--- src/rtl/bcd_pkg.sv ---
// Shared constants and elaboration-time helpers for the binary-to-BCD converter.
package bcd_pkg;

    localparam int BCD_NIBBLE_W = 4;

    // Number of decimal digits needed to print 2^bin_w - 1.
    function automatic int bcd_digits_needed(input int bin_w);
        longint unsigned max_val;
        int              n;
        max_val = (64'd1 << bin_w) - 64'd1;
        n       = 1;
        while (max_val >= 64'd10) begin
            max_val = max_val / 64'd10;
            n++;
        end
        return n;
    endfunction

endpackage

--- src/rtl/bcd_add3_cell.sv ---
// One double-dabble correction cell: a digit of 5 or more gets 3 added so the
// following left shift carries into the next decimal digit.
module bcd_add3_cell
    import bcd_pkg::*;
(
    input  logic [BCD_NIBBLE_W-1:0] nibble,
    output logic [BCD_NIBBLE_W-1:0] adjusted
);

    always_comb begin
        adjusted = nibble;
        if (nibble >= 4'd5) begin
            adjusted = nibble + 4'd3;
        end
    end

endmodule

--- src/rtl/binary_to_bcd.sv ---
// Unsigned binary to packed BCD: combinational double-dabble array followed by
// a single output register with a valid flag.
module binary_to_bcd
    import bcd_pkg::*;
#(
    parameter int BIN_W  = 4,
    parameter int DIGITS = 2
) (
    input  logic                           clk,
    input  logic                           rst_n,
    input  logic                           in_valid,
    input  logic [BIN_W-1:0]               binary,
    output logic                           out_valid,
    output logic [BCD_NIBBLE_W*DIGITS-1:0] bcd
);

    localparam int BCD_W = BCD_NIBBLE_W * DIGITS;
    localparam int SW    = BIN_W + BCD_W;

    if (BIN_W < 1 || DIGITS < bcd_digits_needed(BIN_W)) begin : g_param_check
        $fatal(1, "binary_to_bcd: DIGITS too small to hold 2^BIN_W-1");
    end

    logic [SW-1:0]    start;
    logic [BCD_W-1:0] converted;
    logic             unused_low;

    assign start = {{BCD_W{1'b0}}, binary};

    // One stage per input bit: correct every digit, then shift the scratch left.
    for (genvar i = 0; i < BIN_W; i++) begin : g_iter
        logic [SW-1:0] s_in;
        logic [SW-1:0] adj;
        logic [SW-1:0] s_out;

        if (i == 0) begin : g_first
            assign s_in = start;
        end else begin : g_next
            assign s_in = g_iter[i-1].s_out;
        end

        assign adj[BIN_W-1:0] = s_in[BIN_W-1:0];

        for (genvar d = 0; d < DIGITS; d++) begin : g_digit
            bcd_add3_cell u_cell (
                .nibble  (s_in[BIN_W + BCD_NIBBLE_W*d +: BCD_NIBBLE_W]),
                .adjusted(adj [BIN_W + BCD_NIBBLE_W*d +: BCD_NIBBLE_W])
            );
        end

        assign s_out = adj << 1;
    end

    assign converted  = g_iter[BIN_W-1].s_out[SW-1:BIN_W];
    // After BIN_W shifts the binary field is all zeros.
    assign unused_low = ^g_iter[BIN_W-1].s_out[BIN_W-1:0];

    always_ff @(posedge clk or negedge rst_n) begin
        if (!rst_n) begin
            bcd       <= '0;
            out_valid <= 1'b0;
        end else begin
            out_valid <= in_valid;
            if (in_valid) begin
                bcd <= converted;
            end
        end
    end

endmodule

--- config.mk ---
export PLATFORM = sky130hd
export DESIGN_NAME = binary_to_bcd
export DESIGN_NICKNAME = d
export VERILOG_FILES = /design/src/rtl/bcd_pkg.sv /design/src/rtl/bcd_add3_cell.sv /design/src/rtl/binary_to_bcd.sv
export SDC_FILE = /design/constraint.sdc
export NUM_CORES = 1
export LEC_CHECK = 0
export BUFFER_PORTS_ARGS = -buffer_cell sky130_fd_sc_hd__buf_2
export CAP_MARGIN = 20
export CORE_AREA = 2 2 39 41
export DETAILED_ROUTE_END_ITERATION = 12
export DIE_AREA = 0 0 41 43
export PLACE_DENSITY = 0.47
export SLEW_MARGIN = 20
export SYNTH_ARGS = -nofsm -noshare
export SYNTH_HDL_FRONTEND = slang
export SYNTH_SLANG_ARGS = --single-unit
--- constraint.sdc ---
create_clock -name clk -period 0.9 [get_ports clk]
set_input_delay 0.18 -clock clk [delete_from_list [all_inputs] [get_ports clk]]
set_output_delay 0.18 -clock clk [all_outputs]
set_load 0.02 [all_outputs]
==> impl_metrics.py <==
metrics = {
    "setup_path": {
        "r2r_setup_slack_ns": 0.02,
        "reg2reg_to": "bcd[2]$_DFFE_PN0P_",
        "worstSetupPathType": "primary input to flop",
        "critPathSlowestCell": "mux2_4",
        "crit_fanout": 3,
        "path_buf_inv": 3,
        "max_stage_delay_ns": 0.25,
        "crit_chain": "buf_8, inv_4, ha_4, inv_2, ha_4, a21oi_4, mux2i_1, mux2_4",
        "worstPathArrival_ns": 1.13,
        "crit_path_start_kind": "primary input",
        "crit_family": "multiplexers",
        "worstSetupEndpointType": "flop",
        "reg2regPathDepth": 2,
        "crit_required_ns": 1.02,
        "cpMostUsedCell": "ha_4",
        "r2r_start": "bcd[2]$_DFFE_PN0P_",
        "cp_num_cells": 8,
    },
    "timing": {
        "setup_violations": 9,
        "fin_ws_ns": -0.1094,
        "maxSlewViolCount": 0,
        "skew_ns": 0,
        "hold_viol": 0,
        "rsz0062_at_grt": "yes",
        "fin_crit_sh_pct": 112.2,
        "fmax_ghz": 0.9907,
        "min_period_ns": 1.009,
    },
    "global_route": {
        "grt_use_total_pct": 9.384,
        "antenna_found_initial": 0,
        "grt_overflow": 0,
        "grt_max_degree": 9,
        "grt_pass1_vias": 283,
        "grt_pass1_wl_um": 1028,
    },
    "power": {
        "leakagePower_nw": 0.2925,
        "vdd_drop_max_uv": 417.8,
        "power_w": 0.0008822,
        "p_per_area_nw_per_um2": 1433,
    },
    "final_layout": {
        "finish.net_count": 65,
        "register_area_sq_um": 150.1,
        "fillers": 134,
        "n_antenna_cell": 0,
        "syn_to_final_growth_pct": 85.66,
        "drive_above_1_share_pct": 66.04,
        "multi_input_area_sq_um": 201.4,
    },
    "synthesis": {
        "synth_area_leaders": "dfrtp_1, ha_1, buf_4",
        "synth_top_area_share_pct": 45.28,
        "synth_top_area_cell": "dfrtp_1",
        "ys_ff_latch": 6,
        "seq_area_frac_synth_pct": 45.28,
        "syn_avg_cell_area_sq_um": 11.05,
        "synthCells": 30,
        "synth.distinct_cells": 14,
        "syn_area_sq_um": 331.6,
        "yosysWarnings": 0,
    },
    "run_status": {
        "status": "finished with violations",
        "violations": "negative setup slack",
    },
    "cts": {
        "cts_tree": "built",
        "clk_pin_slew_ns": 0.04,
        "clk-insertion-delay-late_ns": 0.23,
        "clock_sinks": 6,
        "cts_made_buffers": 3,
        "clock_tree.root_cell": "clkbuf_4",
        "h-tree-depth": 1,
        "clk_path_buf_depth": 2,
    },
    "floorplan": {
        "core_sq_um": 1384,
        "die_area_sq_um": 1763,
        "initial_core_util_pct": 23.96,
        "pin_count": 16,
        "die_x_um": 41,
        "die_y_um": 43,
        "num_rows": 14,
    },
    "job": {
        "maxCapViolations": 0,
    },
    "min_path": {
        "min_path_type": "primary input to flop",
        "worstHoldStart": "in_valid",
        "hold_depth": 1,
        "hold_path_end": "out_valid$_DFF_PN0_",
    },
    "placement": {
        "port_buffers": 12,
        "dp_hpwl_um": 551,
        "place.gp.congestion": 0.6790,
        "preCtsSetupSlack_ns": -0.4505,
    },
    "routing": {
        "drt-pass1-iter-count": 1,
        "via_per_inst": 4.087,
        "ant_nets": 0,
        "vias": 282,
        "wl_um": 675,
        "post_drt_wl_per_cell_um": 9.783,
        "drt_iter0_markers": 0,
        "drc_errors": 0,
    },
}
-- cells by family (layout without fill, tap and decap cells) --
group | Yosys count | count (layout) | synth area share (%)
multiplexers | 4 | 4 | 14.34
AO/OA/AOI/OAI | 6 | 6 | 11.70
adder cells (fa/ha/maj) | 3 | 3 | 11.32
AND/OR/NAND/NOR | 1 | 1 | 1.131
other | 1 | 3 | 1.131
flip-flops | 6 | 6 | 45.28
buffers and inverters | 8 | 29 | 12.45
XOR/XNOR | 1 | 1 | 2.642
-- flip-flops by register name, indices dropped and copies added, names as in the netlist --
signal     flops
bcd            5
out_valid      1
-- worst max-delay path by stage --
stage                         start                  to
after floorplan           binary[2]  bcd[2]$_DFFE_PN0P_
after global placement    binary[2]  bcd[2]$_DFFE_PN0P_
final                     binary[1]  bcd[2]$_DFFE_PN0P_
after detailed placement  binary[2]  bcd[2]$_DFFE_PN0P_
after CTS                 binary[1]  bcd[2]$_DFFE_PN0P_
after global routing      binary[1]  bcd[2]$_DFFE_PN0P_
-- worst reg2reg max path: stages (launching register included) --
cell	delay, ns
dfrtp_1	0.38
buf_4	0.13
mux2_4	0.25
-- cell type report --
type / instances / area share, %
Multi-Input combinational cell: 18 / 32.72
Timing Repair Buffer: 21 / 30.49
Sequential cell: 6 / 24.39
Inverter: 5 / 5.488
Clock buffer: 3 / 3.659
Tap cell: 16 / 3.252
-- synthesized netlist by cell type (all sizes together) --
library cell,instances
dfrtp,6
inv,5
buf,3
ha,3
mux2,3
o21ai,3
a21oi,1
conb,1
mux2i,1
nor2,1
o221ai,1
o22ai,1
xnor2,1
-- power by group --
part,switching [W],internal [W],total [W]
Clock,0.0000833,0.000150,0.000233
Combinational,0.000143,0.000183,0.000326
Sequential,0.0000199,0.000303,0.000323
Total,0.000246,0.000636,0.000882
-- layout by cell type, fill, tap and decap left out, types with 2 or more instances in the layout --
cell type	instances
buf_2	4
buf_4	8
buf_6	6
buf_8	2
clkbuf_4	3
conb_1	3
dfrtp_1	6
ha_4	2
inv_1	2
mux2_4	2
-- what timing repair did --
action / in CTS / in global routing
setup buffers: 4 / 0
pin swaps: 4 / 1
endpoints found under the hold margin: 6 / 0
resized for setup: 20 / 3
endpoints found under the setup margin: 9 / 10
hold buffers: 1 / 0
-- metal layers --
| metal | up-vias | global-route usage [%] | wire length (um) |
|---|---|---|---|
| met2 | 8 | 12.81 | 410 |
| met5 | - | 0 | 0 |
| met3 | 0 | 2.094 | 30 |
| met1 | 131 | 9.150 | 234 |
| li1 | 143 | - | - |
| met4 | 0 | 13.33 | 0 |
-- stage by stage --
stage	cells	setup TNS [ns]	instance area (sq um)	hold WS, ns	util, %
finish	69	-0.3502	615.6	0.1787	44.48
global route	69	-0.6208	615.6	0.1702	44.48
CTS	69	-0.4259	606.8	0.1602	43.85
detailed placement	61	-1.390	478.0	0.009461	34.54
global placement	61	-1.304	478.0	0.003799	34.54
floorplan	32	-0.4031	390.4	-0.1156	-
Note: power is estimated with default switching activity, not from simulation.
